File: src/rtl/symm_decorr_iter_if.sv
// Link between symm_decorr_iter and its W*W'*W multiply stage:
// enable and current W out, registered 0.5*W*W'*W back one clock later.
interface symm_decorr_iter_if;
  logic         mul_en;
  logic [415:0] mul_w;
  logic [415:0] mul_res;

  modport master (output mul_en, output mul_w, input mul_res);
  modport slave  (input mul_en, input mul_w, output mul_res);
endinterface

File: src/rtl/symm_decorr_iter.sv
// Iterative symmetric decorrelation of a 4x4 Q13 W: W <- 1.5W - 0.5*W*W'*W until max|dW| <= TOL.
// Define SYMM_DECORR_SAT_EN to saturate updated elements to 26 bits instead of wrapping.
module symm_decorr_iter #(
  parameter int unsigned TOL      = 8,
  parameter int unsigned MAX_ITER = 16
) (
  input  logic               clk_sdec,
  input  logic               rstn_sdec,
  input  logic               start_sdec,
  input  logic [415:0]       w_in,
  symm_decorr_iter_if.master mul_bus,
  output logic [415:0]       w_out,
  output logic               done,
  output logic               converged,
  output logic [7:0]         iter_cnt,
  output logic               busy
);

  typedef enum logic [2:0] {S_IDLE, S_MUL, S_UPD, S_CHK, S_DONE} state_t;

  state_t       state, state_nxt;
  logic [415:0] w_q, w_nxt;
  logic [27:0]  maxd_q, maxd_nxt;
  logic [7:0]   iter_q;
  logic         conv_q;
  logic         tol_met;
  logic         mul_en_c;

  logic signed [25:0] w_old, w_half, res_e, n26;
  logic signed [27:0] n28;
  logic signed [26:0] diff;
  logic [27:0]        ext, absd;

  assign tol_met = ({4'd0, maxd_q} <= TOL);

  // Element-wise update and largest-change search over all 16 elements.
  always_comb begin
    w_nxt    = '0;
    maxd_nxt = '0;
    w_old    = '0;
    w_half   = '0;
    res_e    = '0;
    n28      = '0;
    n26      = '0;
    diff     = '0;
    ext      = '0;
    absd     = '0;
    for (int unsigned i = 0; i < 16; i++) begin
      w_old  = w_q[26*i +: 26];
      res_e  = mul_bus.mul_res[26*i +: 26];
      w_half = w_old >>> 1;
      n28    = {{2{w_old[25]}}, w_old} + {{2{w_half[25]}}, w_half}
             - {{2{res_e[25]}}, res_e};
`ifdef SYMM_DECORR_SAT_EN
      if (n28[27:25] != 3'b000 && n28[27:25] != 3'b111)
        n26 = n28[27] ? {1'b1, 25'd0} : {1'b0, {25{1'b1}}};
      else
        n26 = n28[25:0];
`else
      n26 = n28[25:0];
`endif
      diff = {n26[25], n26} - {w_old[25], w_old};
      // Widened to 28 bits so the most negative 27-bit difference has a magnitude.
      ext  = {diff[26], diff};
      absd = ext[27] ? (28'd0 - ext) : ext;
      w_nxt[26*i +: 26] = n26;
      if (absd > maxd_nxt)
        maxd_nxt = absd;
    end
  end

  always_comb begin
    state_nxt = state;
    mul_en_c  = 1'b0;
    done      = 1'b0;
    busy      = 1'b1;
    case (state)
      S_IDLE: begin
        busy = 1'b0;
        if (start_sdec)
          state_nxt = S_MUL;
      end
      S_MUL: begin
        mul_en_c  = 1'b1;
        state_nxt = S_UPD;
      end
      S_UPD: state_nxt = S_CHK;
      S_CHK: begin
        if (tol_met || iter_q == 8'(MAX_ITER))
          state_nxt = S_DONE;
        else
          state_nxt = S_MUL;
      end
      S_DONE: begin
        done      = 1'b1;
        state_nxt = S_IDLE;
      end
      default: state_nxt = S_IDLE;
    endcase
  end

  always_ff @(posedge clk_sdec or negedge rstn_sdec) begin
    if (!rstn_sdec) begin
      state  <= S_IDLE;
      w_q    <= '0;
      maxd_q <= '0;
      iter_q <= '0;
      conv_q <= 1'b0;
    end else begin
      state <= state_nxt;
      if (state == S_IDLE && start_sdec) begin
        w_q    <= w_in;
        iter_q <= '0;
        conv_q <= 1'b0;
      end
      if (state == S_UPD) begin
        w_q    <= w_nxt;
        maxd_q <= maxd_nxt;
        iter_q <= iter_q + 8'd1;
      end
      if (state == S_CHK && tol_met)
        conv_q <= 1'b1;
    end
  end

  assign mul_bus.mul_en = mul_en_c;
  assign mul_bus.mul_w  = w_q;
  assign w_out          = w_q;
  assign converged      = conv_q;
  assign iter_cnt       = iter_q;

endmodule

File: src/flat_wrapper.sv
// flat-port wrapper written by rule: the top's interface ports become plain ports
module symm_decorr_iter_flat 
#(
  parameter int unsigned TOL      = 8,
  parameter int unsigned MAX_ITER = 16
)
  (clk_sdec, rstn_sdec, start_sdec, w_in, w_out, done, converged, iter_cnt, busy, mul_bus_mul_en, mul_bus_mul_w, mul_bus_mul_res);
  symm_decorr_iter_if mul_bus_i ();
  input  logic clk_sdec;
  input  logic rstn_sdec;
  input  logic start_sdec;
  input  logic [415:0] w_in;
  output logic [415:0] w_out;
  output logic done;
  output logic converged;
  output logic [7:0] iter_cnt;
  output logic busy;
  output wire logic [$bits(mul_bus_i.mul_en)-1:0] mul_bus_mul_en;
  output wire logic [$bits(mul_bus_i.mul_w)-1:0] mul_bus_mul_w;
  input wire logic [$bits(mul_bus_i.mul_res)-1:0] mul_bus_mul_res;
  assign mul_bus_mul_en = mul_bus_i.mul_en;
  assign mul_bus_mul_w = mul_bus_i.mul_w;
  assign mul_bus_i.mul_res = mul_bus_mul_res;
  symm_decorr_iter #(.TOL(TOL), .MAX_ITER(MAX_ITER)) u_core (.clk_sdec(clk_sdec), .rstn_sdec(rstn_sdec), .start_sdec(start_sdec), .w_in(w_in), .mul_bus(mul_bus_i), .w_out(w_out), .done(done), .converged(converged), .iter_cnt(iter_cnt), .busy(busy));
endmodule
File: config.mk
export PLATFORM = sky130hd
export DESIGN_NAME = symm_decorr_iter_flat
export DESIGN_NICKNAME = d
export VERILOG_FILES = /design/src/rtl/symm_decorr_iter_if.sv /design/src/rtl/symm_decorr_iter.sv /design/src/flat_wrapper.sv
export SDC_FILE = /design/constraint.sdc
export NUM_CORES = 2
export LEC_CHECK = 0
export ABC_AREA = 1
export CORE_AREA = 2 2 663 665
export DETAILED_ROUTE_END_ITERATION = 10
export DIE_AREA = 0 0 665 667
export SLEW_MARGIN = 10
export SYNTH_ARGS = -nofsm -noshare
export SYNTH_HDL_FRONTEND = slang
export SYNTH_SLANG_ARGS = --single-unit
File: constraint.sdc
create_clock -name clk_sdec -period 74.5 [get_ports clk_sdec]
set_clock_uncertainty 0.15 [all_clocks]
set_input_delay 14.9 -clock clk_sdec [delete_from_list [all_inputs] [get_ports clk_sdec]]
set_output_delay 14.9 -clock clk_sdec [all_outputs]
set_load 0.02 [all_outputs]
==> impl_metrics.yaml <==
clock_tree:
  path_clk_slew_ps: 60
  cts_sinks: 456
  htreeDepth: 3
  cts-resized-gates: 0
  cts_tree: "done"
  clockBufferDepth: 4
  worstSkewPairLatency_ps: 830
  cts_root_buf: "clkbuf_16"
  numCtsBuffers: 81
  post_cts_buffers: 0
  ctsHoldBuffers: 0
timing:
  setup_tns_ps: 0
  drv_slew: 0
  finalHoldViolations: 0
  layout_worst_path_cycle_share_pct: 77.6
  fin_hold_ws_ps: 326
  relSlewSlack_pct: 6.58
  rsz0062_at_grt: "no"
  fmax_ghz: 0.0173
  period_minus_slack_ps: 57810
  finalSetupViolations: 0
  tightestPinTransition_ps: 1390
synthesis:
  synth_area_leaders: "ha_1, dfrtp_1, nand2_1, inv_1, fa_1"
  syn_area_um2: 90800
  synth-seq-area-share_pct: 12.6
  async_reset_ff_share_pct: 100
  synth_top_area_cell: "ha_1"
  ys_warn_count: 0
  synth-main-ff-cell: "dfrtp_1"
  synthDistinctLibCells: 74
  syn_inst: 13000
  yosys.area.top_type_share_pct: 16.6
  avgSynthCellArea_um2: 6.98
  synth-edff-count: 0
  ys_ff_latch: 456
worst_setup_path:
  crit_arrival_ps: 58370
  critPathSlowestCell: "o21ai_0"
  end_kind: "register"
  start_kind: "primary input"
  cpPeakStageDelay_ps: 1080
  cp.required_ps: 75060
  criticalPathCategory: "primary input to register"
  cp_max_fo: 54
  cpMostUsedCell: "nand2_1"
drt:
  wire_per_inst_um: 24.1
  ant_nets: 0
  vias: 90800
  wl_mm: 485
  drc: 0
  dr.pass1.iters: 6
  drt-vias-per-instance: 4.52
  drt_iter0_drc: 6593
floorplanning:
  initial_core_util_pct: 20.8
  fp.dieH_um: 667
  core_region_area_um2: 437000
  ios: 1679
  die_w_um: 665
  rows: 243
  die_area_um2: 444000
placed_design:
  gp_congestion: 0.951
  hpwl_mm: 424
  io_buffer_count: 1678
  place_area_um2: 111000
layout:
  area_growth_pct: 25.2
  final_cell_area_um2: 114000
  drive_gt1_share_pct: 3.35
  fin_nets: 16600
global_routing:
  grt_overflow_total: 0
  grt_antenna_before_repair: 101
  grt_pass1_vias: 88500
  grt_pass1_wl_mm: 668
  grt.total_usage_pct: 21.1
  grt_max_degree: 133
outcome:
  status: "complete, no violations"
hold_path:
  hp-class: "register to register"
run:
  cap_violations: 0
## synth_stat cells (96+ instances only)
cell      count
xnor2_1     262
buf_4       435
fa_1        416
clkbuf_1    155
dfrtp_1     456
nand2_2     101
a21oi_1     931
xor2_1      859
o21bai_1     96
nand4_1      98
o211ai_1    248
nand3_1     801
ha_1       1205
inv_1      2289
nand2_1    2615
nor2_1      648
o21ai_0     533
nor3_1      138
## final timing paths
check | from | end | slack [ps] | cells past startpoint
max | mul_bus_mul_res[0] | u_core.maxd_q[0]$_DFFE_PN0P_ | 16690 | 192
min | u_core.maxd_q[27]$_DFFE_PN0P_ | u_core.maxd_q[27]$_DFFE_PN0P_ | 330 | 2
max reg2reg | u_core.mul_bus.mul_w[3]$_DFFE_PN0P_ | u_core.maxd_q[0]$_DFFE_PN0P_ | 30720 | 194
min reg2reg | u_core.maxd_q[27]$_DFFE_PN0P_ | u_core.maxd_q[27]$_DFFE_PN0P_ | 330 | 2
max in group asynchronous | rstn_sdec | u_core.mul_bus.mul_w[62]$_DFFE_PN0P_ | 56360 | 6
min in group asynchronous | rstn_sdec | u_core.iter_cnt[3]$_DFFE_PN0P_ | 13870 | 1
## cells in the final DEF (no fill, tap or decap), types with 456 or more instances in the layout
master              n
a21oi_1           931
clkdlybuf4s50_1  1670
dfrtp_1           456
ha_1             1205
inv_1            2287
nand2_1          2614
nand3_1           801
nor2_1            646
o21ai_0           533
xor2_1            859
## cells by family after synthesis
| logic type | Yosys count | synth area share, % |
|---|---|---|
| xor+xnor | 1121 | 10.8 |
| other cells | 2 | 0.00827 |
| buf+inv | 2981 | 14.6 |
| flops | 456 | 12.6 |
| mux | 1 | 0.0124 |
| compound gates | 2167 | 13.9 |
| simple gates | 4662 | 22.3 |
| fa+ha+maj | 1621 | 25.8 |
## worst max-delay path, delay by kind of cell
kind	cells	cell delay, ps
simple gates	118	21370
compound gates	35	11230
fa+ha+maj	19	7000
buf+inv	18	2890
xor+xnor	2	730
## registers in the layout, summed over array words and instances (netlist names)
| signal | flops |
|---|---|
| u_core.maxd_q | 28 |
| u_core.mul_bus.mul_w | 416 |
| u_core.converged | 1 |
| u_core.iter_cnt | 8 |
| u_core.state | 3 |
## layout make-up
cell class	instances	area (um2)
Tap cell	5757	7200
Antenna cell	73	183
Clock buffer	109	2300
Fill cell	48300	323000
Clock inverter	31	400
Inverter	2308	8680
Multi-Input combinational cell	9602	66200
Sequential cell	456	11400
Timing Repair Buffer	1744	17300
## metrics by stage
step	cells	setup WS, ps	util, %
final	20100	16690	26.0
after global routing	20100	13240	26.0
after CTS	20000	17030	26.0
after detailed placement	19900	16210	25.4
after global placement	19900	15900	25.4
after floorplan	13000	24570	-
## metal layers
layer / global-route usage, % / share of wire, % / vias to the layer above
li1: - / - / 44300
met1: 24.1 / 39 / 43100
met2: 36.9 / 49 / 2772
met3: 4.32 / 6.3 / 654
met4: 11.1 / 6.0 / 26
met5: 0.206 / 0.060 / -
Power is not shown: default switching activity piles up to over one toggle a cycle in this logic, so the estimate is an artifact.
